## src/rtl/param_decoder.sv

```systemverilog
// Soft-symbol NRZ decoder with I/Q demux, self-synchronising derandomizer and output shaping.
// Define PARAM_DECODER_FIFO_EN to buffer words in a DEPTH-entry FIFO; otherwise each word is a 1-clk strobe.
module param_decoder #(
    parameter int SOFT_W = 3,
    parameter int DEPTH  = 16,
    parameter int PN_TAP = 13
) (
    input  logic                      clk,
    input  logic                      rs,
    input  logic                      symb_clk_en,
    input  logic                      symb_clk_2x_en,
    input  logic [SOFT_W-1:0]         symb_i,
    input  logic [SOFT_W-1:0]         symb_q,
    input  logic [1:0]                mode,
    input  logic                      demux,
    input  logic                      swap,
    input  logic                      derandomize,
    input  logic                      data_inv,
    input  logic                      sign_mag,
    input  logic                      fifo_rs,
    output logic [2*SOFT_W-1:0]       dout_data,
    output logic                      dout_valid,
    input  logic                      dout_ready,
    output logic [$clog2(DEPTH):0]    fifo_count,
    output logic                      overflow
);

    localparam int MSB = SOFT_W - 1;

    logic [SOFT_W-1:0]   r_sym_i, r_sym_q;
    logic                r_prev_i, r_prev_q;
    logic [1:0]          r_mode;
    logic                r_demux, r_swap, r_derand, r_inv, r_sm;
    logic                r_first_v, r_second_v, r_half2_pend;
    logic [14:0]         r_lfsr_i, r_lfsr_q;

    logic                w_word_v, w_sel_q, w_pn_i, w_pn_q;
    logic [SOFT_W-1:0]   w_dec_i, w_dec_q, w_fi, w_fq, w_di, w_dq, w_oi, w_oq;
    logic [2*SOFT_W-1:0] w_word;

    function automatic logic nrz_hard(input logic [1:0] m, input logic cur, input logic prev);
        case (m)
            2'b01:   return cur ^ prev;
            2'b10:   return ~(cur ^ prev);
            default: return cur;
        endcase
    endfunction

    function automatic logic [SOFT_W-1:0] shape(input logic [SOFT_W-1:0] f, input logic inv,
                                                input logic sm);
        logic [SOFT_W-1:0] g;
        g = inv ? ~f : f;
        if (!sm) g[MSB-1:0] = g[MSB-1:0] ^ {MSB{~g[MSB]}};
        return g;
    endfunction

    // Controls are sampled with the symbol so a word never mixes two configurations.
    always_ff @(posedge clk or posedge rs) begin
        if (rs) begin
            r_sym_i      <= '0;
            r_sym_q      <= '0;
            r_prev_i     <= 1'b0;
            r_prev_q     <= 1'b0;
            r_mode       <= 2'b00;
            r_demux      <= 1'b0;
            r_swap       <= 1'b0;
            r_derand     <= 1'b0;
            r_inv        <= 1'b0;
            r_sm         <= 1'b0;
            r_first_v    <= 1'b0;
            r_second_v   <= 1'b0;
            r_half2_pend <= 1'b0;
        end else begin
            r_first_v  <= 1'b0;
            r_second_v <= 1'b0;
            if (symb_clk_en) begin
                r_sym_i      <= symb_i;
                r_sym_q      <= symb_q;
                r_prev_i     <= r_sym_i[MSB];
                r_prev_q     <= r_sym_q[MSB];
                r_mode       <= mode;
                r_demux      <= demux;
                r_swap       <= swap;
                r_derand     <= derandomize;
                r_inv        <= data_inv;
                r_sm         <= sign_mag;
                r_first_v    <= 1'b1;
                r_half2_pend <= demux;
            end else if (symb_clk_2x_en && r_half2_pend) begin
                r_second_v   <= 1'b1;
                r_half2_pend <= 1'b0;
            end
        end
    end

    always_comb begin
        w_word_v = r_first_v | r_second_v;
        w_dec_i  = {nrz_hard(r_mode, r_sym_i[MSB], r_prev_i), r_sym_i[MSB-1:0]};
        w_dec_q  = {nrz_hard(r_mode, r_sym_q[MSB], r_prev_q), r_sym_q[MSB-1:0]};
        w_sel_q  = r_second_v ? ~r_swap : r_swap;
        if (r_demux) begin
            w_fi = w_sel_q ? w_dec_q : w_dec_i;
            w_fq = '0;
        end else begin
            w_fi = w_dec_i;
            w_fq = w_dec_q;
        end
        w_pn_i = w_fi[MSB] ^ r_lfsr_i[14] ^ r_lfsr_i[PN_TAP];
        w_pn_q = w_fq[MSB] ^ r_lfsr_q[14] ^ r_lfsr_q[PN_TAP];
        w_di   = w_fi;
        w_dq   = w_fq;
        if (r_derand) begin
            w_di[MSB] = w_pn_i;
            w_dq[MSB] = w_pn_q;
        end
        w_oi   = shape(w_di, r_inv, r_sm);
        w_oq   = r_demux ? '0 : shape(w_dq, r_inv, r_sm);
        w_word = {w_oi, w_oq};
    end

    // In demux mode the serial stream runs through the I descrambler only.
    always_ff @(posedge clk or posedge rs) begin
        if (rs) begin
            r_lfsr_i <= '0;
            r_lfsr_q <= '0;
        end else if (w_word_v) begin
            r_lfsr_i <= {r_lfsr_i[13:0], w_fi[MSB]};
            if (!r_demux) r_lfsr_q <= {r_lfsr_q[13:0], w_fq[MSB]};
        end
    end

`ifdef PARAM_DECODER_FIFO_EN
    localparam int AW = $clog2(DEPTH);
    localparam int CW = AW + 1;

    logic [2*SOFT_W-1:0] r_mem [DEPTH];
    logic [AW-1:0]       r_wr, r_rd;
    logic [CW-1:0]       r_count;
    logic                r_ovf;
    logic                w_pop, w_full, w_push;

    assign w_pop  = (r_count != '0) && dout_ready;
    assign w_full = (r_count == CW'(DEPTH));
    assign w_push = w_word_v && (!w_full || w_pop);

    always_ff @(posedge clk or posedge rs) begin
        if (rs) begin
            r_wr    <= '0;
            r_rd    <= '0;
            r_count <= '0;
            r_ovf   <= 1'b0;
        end else if (fifo_rs) begin
            r_wr    <= '0;
            r_rd    <= '0;
            r_count <= '0;
            r_ovf   <= 1'b0;
        end else begin
            if (w_push) r_wr <= r_wr + 1'b1;
            if (w_pop)  r_rd <= r_rd + 1'b1;
            case ({w_push, w_pop})
                2'b10:   r_count <= r_count + 1'b1;
                2'b01:   r_count <= r_count - 1'b1;
                default: r_count <= r_count;
            endcase
            if (w_word_v && !w_push) r_ovf <= 1'b1;
        end
    end

    always_ff @(posedge clk) begin
        if (w_push && !fifo_rs) r_mem[r_wr] <= w_word;
    end

    assign dout_valid = (r_count != '0);
    assign dout_data  = dout_valid ? r_mem[r_rd] : '0;
    assign fifo_count = r_count;
    assign overflow   = r_ovf;
`else
    logic                r_dout_valid;
    logic [2*SOFT_W-1:0] r_dout_data;
    logic                w_unused;

    always_ff @(posedge clk or posedge rs) begin
        if (rs) begin
            r_dout_valid <= 1'b0;
            r_dout_data  <= '0;
        end else begin
            r_dout_valid <= w_word_v;
            if (w_word_v) r_dout_data <= w_word;
        end
    end

    assign dout_valid = r_dout_valid;
    assign dout_data  = r_dout_data;
    assign fifo_count = '0;
    assign overflow   = 1'b0;
    assign w_unused   = dout_ready ^ fifo_rs;
`endif

endmodule

```

## config.mk

```make
export PLATFORM = sky130hd
export DESIGN_NAME = param_decoder
export DESIGN_NICKNAME = d
export VERILOG_FILES = /design/src/rtl/param_decoder.sv
export SDC_FILE = /design/constraint.sdc
export NUM_CORES = 1
export LEC_CHECK = 0
export BUFFER_PORTS_ARGS = -buffer_cell sky130_fd_sc_hd__buf_2
export CAP_MARGIN = 10
export CORE_ASPECT_RATIO = 0.75
export CORE_MARGIN = 4
export CORE_UTILIZATION = 44
export DETAILED_ROUTE_END_ITERATION = 10
export PLACE_DENSITY = 0.7
export SETUP_SLACK_MARGIN = 0.15
export SYNTH_ARGS = -nofsm -noshare
export SYNTH_HDL_FRONTEND = slang
export SYNTH_SLANG_ARGS = --single-unit
```

## constraint.sdc

```tcl
create_clock -name clk -period 3 [get_ports clk]
set_input_delay 0.3 -clock clk [delete_from_list [all_inputs] [get_ports clk]]
set_output_delay 0.3 -clock clk [all_outputs]
set_load 0.02 [all_outputs]
```

==> results.toml <==
[synthesis]
synthMuxAreaShare_pct = 11.76
synth_top_family_by_area = "simple AND/OR/NAND/NOR gates"
netlist-cell-type-count = 39
yosys.area_share.simple_pct = 14.70
synth_top_flop_cell = "dfrtp_1"
syn_avg_cell_area_um2 = 11.22
yosysWarnings = 0
synth-adder-area-share_pct = 1.014
seq_area_frac_synth_pct = 55.75
synth_edf_count = 0
synth_top_area_cell = "dfrtp_1"
netlist.area_leader.share_pct = 55.75
netlist_area_um2 = 2469
synthTopCellsByCount = "dfrtp_1 (55), nand2_1 (55), mux2_1 (14), mux2_2 (10)"
synth-xor-area-share_pct = 4.562
syn_inst = 220
synth_compound_area_share_pct = 7.552
synth_area_leaders = "dfrtp_1 (56%), nand2_1 (8.4%), mux2_1 (6.4%)"
ys_ff_latch = 55
async_reset_ff_share_pct = 100.0

[floorplan]
rows = 23
coreArea_um2 = 5381
dieArea_um2 = 6885
initial_core_util_pct = 45.87
io_pins = 32
die_y_um = 72.87
die_w_um = 94.49

[route]
drtIter0Drc = 57
dr.pass1.iters = 4
routed-via-count = 1592
drc = 0
routed_wl_um = 4117
wl_per_cell_um = 12.83
ant_nets = 0
avgViaCountPerCell = 4.960

[global_routing]
overflow = 0
grt-busiest-layer = "met2"
use_met1_pct = 18.62
grt_max_degree = 56
grt_usage_pct = 13.05
antenna_found_initial = 0
grt_pass1_vias = 1499
met3_usage_pct = 3.711
use_met2_pct = 19.50
grt_pass1_wl_um = 6989

[power]
p_int_w = 0.001315
power_switching_w = 0.0006213
ir_drop_mv = 0.3900
total_power_w = 0.001936
p_sw_share_pct = 32.09
p_per_area_nw_per_um2 = 706.2
sequentialPowerShare_pct = 53.5
combPwrFrac_pct = 24.4
power.leakage_nw = 1.312
clock_power_share_pct = 22.0

[layout]
area_growth_pct = 11.05
fin_cells = 321
num_antenna_cells = 0
fin_util_pct = 50.94
nNetsFinal = 266
drive_above_1_share_pct = 22.76

[cts]
clk_latency_ns = 0.31
cts_buffers = 5
cts_setup_buffers = 0
clock_sinks = 55
clk_path_buf_depth = 2
ctsHoldBuffers = 0
post_cts_resized = 0
cts_tree = "built"
cts-root-buf = "clkbuf_8"
htree_levels = 2
path_clk_slew_ns = 0.11

[worst_setup_path]
timing.critical_path.from = "r_mode[0]$_DFFE_PP0P_"
r2r-start = "r_mode[0]$_DFFE_PP0P_"
cp_num_cells = 8
reg2reg_depth = 8
rrSetupSlack_ns = 0.66
crit_path_end_kind = "flop"
slowest_delay_ns = 0.44
timing.rr.end = "dout_data[4]$_DFFE_PP0N_"
worstSetupStartpointType = "flop"
slowest_stage = "a2111oi_4"
worst-path-buf-inv = 1
crit_type = "flop to flop"
cp_max_fo = 5
worstPathArrival_ns = 2.54
critPathTopFamily = "compound AO/OA/AOI/OAI gates"
cp_cell_sequence = "inv_1, ha_1, nor2b_1, nor3_1, a32oi_1, a2111oi_4, xnor2_1, a21oi_1"
crit_required_ns = 3.19

[sta]
worstMarginPinSlew_ns = 0.7088
whs_ns = 0.004520
fin_setup_tns_ns = 0
setup_viol = 0
fmax_mhz = 426.8
slew_viol_final = 0
finalHoldViolCount = 0
fin_crit_sh_pct = 78.10
fin_skew_ns = 0.01376
period_minus_slack_ns = 2.343
rsz0062_at_grt = "no"
relSlewSlack_pct = 52.63

[worst_hold_path]
hold_path.class = "input pin to asynchronous set/reset pin"

[status]
status = "complete, no violations"

[place]
numPortBuffers = 23
place.gp.congestion = 0.7612
dp_hpwl_um = 2884
dp_cells = 312

[job]
max_cap_violations = 0
[flip-flops by register name (all words and copies together), names as in the netlist]
register / count
dout_data: 6
dout_valid: 1
r_demux: 1
r_derand: 1
r_first_v: 1
r_half2_pend: 1
r_inv: 1
r_lfsr_i: 15
r_lfsr_q: 15
r_mode: 2
r_prev_i: 1
r_prev_q: 1
r_second_v: 1
r_sm: 1
r_swap: 1
r_sym_i: 3
r_sym_q: 3
[layout make-up]
cell class                      instances  area (µm²)
Inverter                                8       35.03
Sequential cell                        55        1376
Fill cell                             492        2640
Clock buffer                            5       68.82
Multi-Input combinational cell        150       999.7
Tap cell                               75       93.84
Clock inverter                          3       25.02
Timing Repair Buffer                   25       142.6
[worst max path at each step]
stage / end / slack, ns
2_1_floorplan: dout_data[3]$_DFFE_PP0N_ / 0.95
3_3_place_gp: dout_data[4]$_DFFE_PP0N_ / 0.77
3_5_place_dp: dout_data[4]$_DFFE_PP0N_ / 0.71
4_1_cts: dout_data[4]$_DFFE_PP0N_ / 0.68
5_1_grt: dout_data[4]$_DFFE_PP0N_ / 0.45
6_report: dout_data[4]$_DFFE_PP0N_ / 0.66
[power groups by stage]
stage / combinational (W) / sequential, W / clock, W
finish: 0.000473 / 0.00104 / 0.000427
global placement: 0.000461 / 0.00105 / 0
global route: 0.000528 / 0.00107 / 0.000468
detailed placement: 0.000474 / 0.00105 / 0
CTS: 0.000477 / 0.00104 / 0.000441
floorplan: 0.000341 / 0.00106 / 0
[worst register-to-register path: stages, from the launching register on]
cell and delay [ns]:
dfrtp_1 0.36, inv_1 0.06, ha_1 0.36, nor2b_1 0.16
nor3_1 0.36, a32oi_1 0.25, a2111oi_4 0.44, xnor2_1 0.16
a21oi_1 0.08
[through the flow]
stage	setup slack, ns	instance area [µm²]
global placement	0.7669	2628
floorplan	0.9547	2487
CTS	0.6805	2721
finish	0.6570	2741
global route	0.4526	2741
detailed placement	0.7061	2628
[logic make-up (layout without fill, tap and decap cells)]
kind of cell | count (synthesis) | count (layout)
AND/OR/NAND/NOR | 80 | 80
AO/OA/AOI/OAI | 24 | 24
XOR/XNOR | 12 | 12
buffers and inverters | 20 | 41
multiplexers | 26 | 26
adder cells (fa/ha/maj) | 2 | 2
other | 1 | 6
flip-flops | 55 | 55
[placed cells by master, fill, tap and decap left out, types with 2 or more instances in the layout]
cell type	Yosys	layout
a21oi_1	2	2
o21ai_0	7	7
nor2_1	9	9
o21ai_1	4	4
inv_2	1	2
mux2_1	14	14
inv_1	6	5
clkbuf_8	0	5
nor3_1	2	2
nor2b_1	2	2
conb_1	1	6
mux2_2	10	10
nor3b_1	2	2
nand2_1	55	55
ha_1	2	2
and4_2	2	2
inv_6	1	3
xor2_1	2	2
a31oi_1	3	3
nand3_1	2	2
buf_2	1	23
xnor2_1	9	9
a32oi_1	2	2
dfrtp_1	55	55
mux2i_1	2	2
[per-layer routing]
| layer | routed length [µm] | vias to the layer above |
|---|---|---|
| met4 | 45 | 0 |
| met1 | 2050 | 772 |
| met3 | 198 | 8 |
| met5 | 0 | - |
| met2 | 1823 | 37 |
| li1 | - | 775 |
Note: power is estimated with default switching activity, not from simulation.
